### src/rtl/adder_pipe_nbit.sv
// -----------------------------------------------------------------------------
// adder_pipe_nbit
//
// Pipelined ripple-carry adder/subtractor with valid/ready flow control.
// The WIDTH-bit carry chain is cut into STAGES slices of SLICE = WIDTH/STAGES
// bits. Each stage adds one slice, using the carry registered by the stage in
// front of it. Operand bits that are not yet added travel with the beat, and
// so do result bits that are already done. The whole pipeline advances
// together: it shifts when the output register is empty or is being drained.
// Otherwise every stage holds.
//
// Parameters
//   WIDTH   operand/result width; must be divisible by STAGES
//   STAGES  number of pipeline stages, 1..WIDTH (latency in cycles)
//
// Ports
//   clk        rising-edge clock
//   rst_n      synchronous active-low reset; drops all in-flight beats
//   in_valid   operand beat valid
//   in_ready   beat accepted this cycle (combinational from out_valid/out_ready)
//   a, b       operands
//   cin        carry into bit 0
//   sub        1: add with b inverted (use cin=1 for a-b)
//   out_valid  result valid
//   out_ready  consumer takes the result this cycle
//   sum        result bits
//   cout       carry out of bit WIDTH-1 (for a-b: 1 = no borrow)
//   ovf        two's-complement signed overflow
// -----------------------------------------------------------------------------
module adder_pipe_nbit #(
    parameter int WIDTH  = 32,
    parameter int STAGES = 4
) (
    input  logic             clk,
    input  logic             rst_n,
    input  logic             in_valid,
    output logic             in_ready,
    input  logic [WIDTH-1:0] a,
    input  logic [WIDTH-1:0] b,
    input  logic             cin,
    input  logic             sub,
    output logic             out_valid,
    input  logic             out_ready,
    output logic [WIDTH-1:0] sum,
    output logic             cout,
    output logic             ovf
);

    localparam int SLICE = WIDTH / STAGES;
    localparam int LAST  = STAGES - 1;

    // Pipeline registers, one entry per stage.
    logic [STAGES-1:0] v_q;              // stage holds a live beat
    logic [STAGES-1:0] c_q;              // carry out of the slice this stage added
    logic [WIDTH-1:0]  a_q [STAGES];     // operand A carried forward
    logic [WIDTH-1:0]  b_q [STAGES];     // effective operand B carried forward
    logic [WIDTH-1:0]  s_q [STAGES];     // partial result, low slices complete
    logic              ovf_q;

    // Stage inputs and next-state values.
    logic [STAGES-1:0] v_in;
    logic [STAGES-1:0] c_in;
    logic [STAGES-1:0] c_next;
    logic [WIDTH-1:0]  a_in   [STAGES];
    logic [WIDTH-1:0]  b_in   [STAGES];
    logic [WIDTH-1:0]  s_in   [STAGES];
    logic [WIDTH-1:0]  s_next [STAGES];
    logic              ovf_next;

    logic              adv;
    logic [WIDTH-1:0]  beff;

    // The whole pipeline moves as one, so a stall at the output freezes
    // every stage. in_ready never depends on in_valid.
    assign adv      = !out_valid || out_ready;
    assign in_ready = adv;
    assign beff     = sub ? ~b : b;

    // Stage 0 takes the ports directly. Every later stage takes the
    // registers of the stage in front of it.
    always_comb begin
        // NOTE: every variable gets a value on every path through an
        //       always_comb; a path that skips one would infer a latch.
        v_in    = '0;
        c_in    = '0;
        a_in[0] = a;
        b_in[0] = beff;
        s_in[0] = '0;
        v_in[0] = in_valid;
        c_in[0] = cin;
        for (int k = 1; k < STAGES; k++) begin
            a_in[k] = a_q[k-1];
            b_in[k] = b_q[k-1];
            s_in[k] = s_q[k-1];
            v_in[k] = v_q[k-1];
            c_in[k] = c_q[k-1];
        end
    end

    // Each stage adds only its own slice. The carry out of the slice goes
    // to the next stage.
    always_comb begin
        logic [SLICE:0] slice_add;
        slice_add = '0;
        c_next    = '0;
        for (int k = 0; k < STAGES; k++) begin
            slice_add = {1'b0, a_in[k][k*SLICE +: SLICE]}
                      + {1'b0, b_in[k][k*SLICE +: SLICE]}
                      + {{SLICE{1'b0}}, c_in[k]};
            s_next[k]                  = s_in[k];
            s_next[k][k*SLICE +: SLICE] = slice_add[SLICE-1:0];
            c_next[k]                  = slice_add[SLICE];
        end
    end

    // Signed overflow: the operands have the same sign and the sign of the
    // result differs from it. The last stage still carries the operand sign
    // bits.
    assign ovf_next = (a_in[LAST][WIDTH-1] == b_in[LAST][WIDTH-1])
                   && (s_next[LAST][WIDTH-1] != a_in[LAST][WIDTH-1]);

    always_ff @(posedge clk) begin
        if (!rst_n) begin
            // NOTE: the data registers are cleared here as well as the valid
            //       bits. The outputs then start from a known value instead
            //       of X when bubbles shift through after reset.
            v_q   <= '0;
            c_q   <= '0;
            ovf_q <= 1'b0;
            for (int k = 0; k < STAGES; k++) begin
                a_q[k] <= '0;
                b_q[k] <= '0;
                s_q[k] <= '0;
            end
        end else if (adv) begin
            // NOTE: non-blocking assignments make every stage sample the
            //       value its neighbour held before this edge. That is what
            //       makes the registers behave as a shift pipeline.
            v_q   <= v_in;
            c_q   <= c_next;
            ovf_q <= ovf_next;
            for (int k = 0; k < STAGES; k++) begin
                a_q[k] <= a_in[k];
                b_q[k] <= b_in[k];
                s_q[k] <= s_next[k];
            end
        end
    end

    assign out_valid = v_q[LAST];
    assign sum       = s_q[LAST];
    assign cout      = c_q[LAST];
    assign ovf       = ovf_q;

    // No stage reads the operand copies in the last stage, because every
    // slice has been added by then.
    logic unused_tail;
    assign unused_tail = ^{a_q[LAST], b_q[LAST]};

endmodule

### config.mk
export PLATFORM = sky130hd
export DESIGN_NAME = adder_pipe_nbit
export DESIGN_NICKNAME = d
export VERILOG_FILES = /design/src/rtl/adder_pipe_nbit.sv
export SDC_FILE = /design/constraint.sdc
export NUM_CORES = 1
export LEC_CHECK = 0
export ABC_AREA = 0
export CAP_MARGIN = 25
export CORE_MARGIN = 2
export CORE_UTILIZATION = 40
export CTS_BUF_LIST = sky130_fd_sc_hd__clkbuf_16
export CTS_CLUSTER_SIZE = 10
export DETAILED_ROUTE_END_ITERATION = 6
export PLACE_DENSITY_LB_ADDON = 0.1
export RECOVER_POWER = 100
export SLEW_MARGIN = 20
export SYNTH_ARGS = -nofsm -noshare
export SYNTH_HDL_FRONTEND = slang
export SYNTH_SLANG_ARGS = --single-unit
export TNS_END_PERCENT = 10
### constraint.sdc
create_clock -name clk -period 9.65 [get_ports clk]
set_input_delay 1.4475 -clock clk [delete_from_list [all_inputs] [get_ports clk]]
set_output_delay 1.4475 -clock clk [all_outputs]
set_load 0.03 [all_outputs]
==> out/qor.csv, run 1 <==
metric,value,unit
status,"complete, but fails checks",
failing checks,"max-capacitance violations, max-slew violations",
Routed WL,15.6,mm
largest family of logic cells by synthesized area,simple AND/OR/NAND/NOR gates,
Yosys top cell by area,edfxtp_1,
Netlist Area Pre-Place,8380,um^2
ant diodes,0,
Routability Congestion,0.799,
initial antenna violation count,0,
Clk Tree Root Cell,clkbuf_16,
CP startpoint,out_ready,
vias in the first global route,4906,
max-slew headroom at the worst pin,-176,%
Layout Nets,812,
Mean Syn Cell Area,13.6,um^2
CP arrival,6.96,ns
Remaining DRCs,0,
Async SR Flop Fraction,0,%
clk_skew,0.00906,ns
crit path cell chain,"dlygate4sd3_1, nor2b_1, clkinvlp_2, clkbuf_1, and2_1, a31oi_1, nand3_1",
postcts setup bufs,0,
number of synthesized flops with an enable pin,176,
portion of netlist area occupied by mux cells,0,%
Yosys top cell area share,63.0,%
"most common cell after layout, fill and taps aside",edfxtp_1,
crit path time final,6.79,ns
CP Data Required Time,9.82,ns
maximum fanout along the worst path,114,
Fin. Hold Viols,0,
die area,22100,um^2
Flop pwr share,53.1,%
Simple-Gate Fraction of Synth Area,16.4,%
DIE HEIGHT,149,um
reg2reg start,v_q[3]$_SDFFE_PN0P_,
unrepaired setup endpoints after global routing,false,
crit path kind,in -> reg,
Fillers,1770,
max-slew violation count,316,
syn nets,722,
Max VDD drop,102,uV
end of the worst register-to-register path,s_q[1][14]$_SDFFCE_PN0P_,
Max Cap Viol,4,
CP Capture Type,register,
cts repair resizes,0,
remaining antenna violation count,0,
combinational power share,10.7,%
drt initial violations,416,
"flops & latches, synth",185,
Overall Global Routing Usage,14.8,%
Core Region,20400,um^2
top_reg_cell synth,edfxtp_1,
Ys Warns,0,
Worst Hold Class,reg -> reg,
Worst Max-Slew Pin Slew,4.14,ns
Die Width,149,um
sequential fraction of the synthesis area,65.2,%
WHS,0.468,ns
HPWL after DPL,9.95,mm
Synth Area in Adders,6.09,%
via count of the routed design,4988,
worst reg2reg path depth,6,
clk slew on worst S/H paths,0.07,ns
first-pass GRT wire length,25.3,mm
Worst Path Buf+Inv,3,
Sw Pwr,0.000408,W
CTS tree,yes,
layout cell share with drive strength beyond 1,5.70,%
final core utilization,49.8,%
area grow syn2layout,21.5,%
largest net degree at the start of global routing,115,
sequential cell area,5470,um^2
Initial Util,41.0,%
"commonest non-fill, non-tap cells in the layout","176 x edfxtp_1, 127 x and3_1, 66 x clkdlybuf4s50_1",
PwrDens,176,nW/um^2
CTS max path bufs,2,
crit-path max cell delay,1.67,ns
I/O pins,106,
fmax,147,MHz
port bufs,105,
sw frac,22.7,%
grt ovf,0,
# H-tree levels,4,
"delay-heaviest family, CP",buffers and inverters,
vias per cell,5.04,
clock sink count,185,
Skew-Pair Late Insertion Delay,0.43,ns
iteration count of the initial detailed-routing pass,4,
"Distinct cells, synth",46,
"top cells by area, synth","edfxtp_1 63%, and3_1 9.5%, ha_1 4.2%",
final worst-path cycle share,70.3,%
area of the multi-input gates,2710,um^2
LEAKAGE,4.52,nW
compound-cell area share of the yosys netlist,5.45,%
Int Pwr,0.00139,W
Crit. path cell count,7,
r2r setup slk,4.08,ns
setup violators final,0,
CP max stage cell,clkbuf_1,
Post-Synth XOR/XNOR Area,4.49,%
hold path depth,2,
wire per inst,15.8,um
Post-Synthesis Cells,616,
Setup TNS,0,ns
critical path launch point type,input port,
TritonCTS buffer count,17,
clock network fraction of design power,36.2,%
Rows,52,
hold_buf cts,0,
critical path endpoint,s_q[1][14]$_SDFFCE_PN0P_,
==> registers in the layout, summed over array words and instances, names as in the netlist <==
signal and count:
c_q 4, s_q 80, ovf 1, v_q 4
a_q 48, b_q 48
==> worst reg2reg max path, delay by kind of cell, from the launching register on <==
family | cells | cell delay [ns]
buf+inv | 2 | 2.70
simple gates | 3 | 2.02
flops | 1 | 0.33
compound gates | 1 | 0.26
==> metal layers <==
layer	GRT usage, %	routed length [um]	vias to the layer above
met5	0	0	-
met4	4.90	208	0
met3	3.91	612	16
met2	23.5	7550	111
met1	19.9	7210	2394
li1	-	-	2467
==> area by class of cell <==
type                       count  area share (%)
clock buffer                  17            4.18
clock inverter                15            1.27
inverter                      10           0.381
multi-input combinational    381            26.6
sequential                   185            53.7
tap                          270            3.32
timing repair buffer         111            10.5
==> metrics by stage <==
| stage | total power (W) | cell area [um^2] | instances | setup slack (ns) |
|---|---|---|---|---|
| global route | 0.00187 | 10200 | 989 | 2.45 |
| CTS | 0.00182 | 10200 | 989 | 4.80 |
| floorplan | 0.00109 | 8380 | 616 | 3.43 |
| finish | 0.00180 | 10200 | 989 | 2.86 |
| global placement | 0.00116 | 9660 | 957 | 4.81 |
| detailed placement | 0.00117 | 9660 | 957 | 4.81 |
==> worst min path at each step <==
stage | start | to | slack, ns
after global routing | v_q[0]$_SDFFE_PN0P_ | v_q[0]$_SDFFE_PN0P_ | 0.49
final | v_q[0]$_SDFFE_PN0P_ | v_q[0]$_SDFFE_PN0P_ | 0.47
after global placement | v_q[2]$_SDFFE_PN0P_ | v_q[3]$_SDFFE_PN0P_ | 0.45
after detailed placement | v_q[0]$_SDFFE_PN0P_ | v_q[0]$_SDFFE_PN0P_ | 0.46
after floorplan | v_q[2]$_SDFFE_PN0P_ | v_q[3]$_SDFFE_PN0P_ | 0.44
after CTS | v_q[0]$_SDFFE_PN0P_ | v_q[0]$_SDFFE_PN0P_ | 0.47
==> Yosys cell counts (all sizes together), types with 4 or more instances <==
library cell  instances
nor2b                12
xnor2                29
o21ai                 8
xor2                 14
fa                    8
a211oi               10
inv                  10
dfxtp                 9
o21a                  8
nand2                14
a21boi                4
nor2                 49
nand2b                6
clkbuf               30
and3                127
nor3                 14
nand3                 4
a21o                  5
edfxtp              176
ha                   28
nand4b                4
a21oi                 7
buf                  10
==> logic make-up (layout without fill, tap and decap cells) <==
| kind of cell | count (synthesis) | after routing |
|---|---|---|
| adder cells (fa/ha/maj) | 36 | 36 |
| AND/OR/NAND/NOR | 243 | 243 |
| XOR/XNOR | 43 | 43 |
| buffers and inverters | 50 | 153 |
| AO/OA/AOI/OAI | 59 | 59 |
| flip-flops | 185 | 185 |
==> power groups by stage <==
stage	Sequential, W	Clock [W]	Combinational (W)
floorplan	0.000983	0	0.000108
global placement	0.000971	0	0.000191
detailed placement	0.000972	0	0.000195
CTS	0.000955	0.000665	0.000196
global route	0.000960	0.000698	0.000212
finish	0.000954	0.000650	0.000192
Power figures use the tool's default switching activity.
==> inputs of run 2 (changes only) <==
==> constraint.sdc (replaced) <==
create_clock -name clk -period 6.6 [get_ports clk]
set_input_delay 0.99 -clock clk [delete_from_list [all_inputs] [get_ports clk]]
set_output_delay 0.99 -clock clk [all_outputs]
set_load 0.03 [all_outputs]
==> run 2 against run 1 <==
Effect of this change:
- the flow still finishes with violations (max-capacitance violations, max-slew violations)
- critical path type is now in -> out
- first-iteration DRC count down 11%
- sequential share of layout area decreased by 0.59 points
- largest cell class unchanged
- register-to-register slack worse by 1.7 ns
==> out/qor.csv, run 2 (synthesized netlist as in run 1, its figures left out) <==
metric,value,unit,change
vias per cell,5.03,,-0.28%
ant diodes,0,,unchanged
postcts setup bufs,0,,unchanged
DIE HEIGHT,149,um,unchanged
max-slew violation count,258,,-18%
Fin. Hold Viols,0,,unchanged
crit path time final,5.05,ns,
Routed WL,15.8,mm,+1.2%
critical path launch point type,input port,,
first-pass GRT wire length,25.3,mm,about the same
dpl cell area,9670,um^2,+0.13%
setup violators final,0,,unchanged
port bufs,105,,unchanged
Rows,52,,unchanged
pre-CTS WS,2.56,ns,-2.25 ns
Core Region,20400,um^2,unchanged
area grow syn2layout,22.8,%,
Largest Register,s_q,,
HPWL after DPL,10.2,mm,+2.1%
CP arrival,4.06,ns,-2.90 ns
wire per inst,16.0,um,+1.2%
I/O pins,106,,unchanged
Skew-Pair Late Insertion Delay,0.43,ns,about the same
cts repair resizes,0,,unchanged
unrepaired setup endpoints after global routing,false,,
CTS max path bufs,2,,unchanged
Layout Nets,813,,+0.12%
drt initial violations,369,,-11%
LEAKAGE,4.60,nW,+1.7%
clk_skew,0.00615,ns,-0.00291 ns
Routability Congestion,0.828,,+3.6%
clk slew on worst S/H paths,0.06,ns,about the same
maximum fanout along the worst path,30,,-74%
layout cell share with drive strength beyond 1,6.26,%,+0.56 points
fmax,198,MHz,
CTS tree,yes,,
dpl cells,957,,unchanged
Total Power,0.00274,W,+53%
vias in the first global route,5010,,+2.1%
die area,22100,um^2,unchanged
Clk Tree Root Cell,clkbuf_16,,
hold_buf cts,0,,unchanged
initial antenna violation count,0,,unchanged
Final Non-Filler Cells,989,,unchanged
Setup TNS,0,ns,unchanged
clock sink count,185,,unchanged
leading registers by flop count,"s_q (80), a_q (48), b_q (48)",,
Die Width,149,um,unchanged
"commonest non-fill, non-tap cells in the layout","176 x edfxtp_1, 127 x and3_1, 67 x clkdlybuf4s50_1",,
Remaining DRCs,0,,unchanged
via count of the routed design,4974,,-0.28%
Worst Max-Slew Pin Slew,3.32,ns,-0.811 ns
"most common cell after layout, fill and taps aside",edfxtp_1,,
TritonCTS buffer count,17,,unchanged
Initial Util,41.0,%,unchanged
Max VDD drop,126,uV,+24%
iteration count of the initial detailed-routing pass,4,,unchanged
max-slew headroom at the worst pin,-122,%,+54 points
remaining antenna violation count,0,,unchanged
failing checks,"max-capacitance violations, max-slew violations",,
CP Capture Type,output port,,
largest net degree at the start of global routing,107,,-7.0%
Max Cap Viol,3,,-1
Final Cell Area,10300,um^2,+1.1%
grt ovf,0,,unchanged
Worst Hold Class,reg -> reg,,
Final Worst Setup Slack,1.55,ns,-1.32 ns
crit path kind,in -> out,,
max FFs per register,80,,unchanged
final worst-path cycle share,76.5,%,
PwrDens,266,nW/um^2,+51%
# H-tree levels,4,,unchanged
Overall Global Routing Usage,14.8,%,+0.035 points
status,"complete, but fails checks",,
CP Data Required Time,5.61,ns,-4.21 ns
==> run 2: cell types whose count changed in the layout (fill, tap and decap cells not counted), moves of 2 or more <==
cell	change
clkinv_4	-3
inv_6	+3
bufinv_16	+3
clkinvlp_4	-3
clkinv_2	+2
==> run 2: final cells by class <==
cell class	instances	area, um^2
Clock buffer	17	425
Clock inverter	14	194
Multi-Input combinational cell	381	2720
Fill cell	1798	10100
Tap cell	270	338
Sequential cell	185	5470
Timing Repair Buffer	112	1110
Inverter	10	38.8
==> run 2: per-layer routing <==
layer | global-route usage [%] | share of wire, % | up-vias
met5 | 0 | 0 | -
met4 | 6.19 | 2.3 | 0
met3 | 3.30 | 3.4 | 23
met2 | 24.7 | 49 | 97
met1 | 18.8 | 46 | 2382
li1 | - | - | 2472
==> run 2: final timing paths <==
kind                       start                        to  slack (ns)  cells after the start
max                    out_ready                  in_ready        1.55                      4
min          v_q[2]$_SDFFE_PN0P_       v_q[2]$_SDFFE_PN0P_        0.47                      2
max reg2reg  v_q[3]$_SDFFE_PN0P_  a_q[0][55]$_SDFFCE_PN0P_        2.41                      4
min reg2reg  v_q[2]$_SDFFE_PN0P_       v_q[2]$_SDFFE_PN0P_        0.47                      2
==> run 2: through the flow <==
step           utilization [%]  hold WS, ns
2_1_floorplan                -        0.441
3_3_place_gp              47.3        0.450
3_5_place_dp              47.4        0.462
4_1_cts                   50.4        0.471
5_1_grt                   50.4        0.505
6_report                  50.4        0.469
==> run 2: critical path: stages <==
cell and delay, ns:
dlygate4sd3_1 0.54, nor2b_1 1.04, clkinv_2 0.70, clkdlybuf4s50_1 0.78
==> run 2: report_power, final <==
part	internal [W]	switching (W)	leakage, nW
combinational	0.000137	0.000144	2.13
clock	0.000636	0.000432	0.302
sequential	0.00137	0.0000223	2.16
total	0.00215	0.000598	4.60
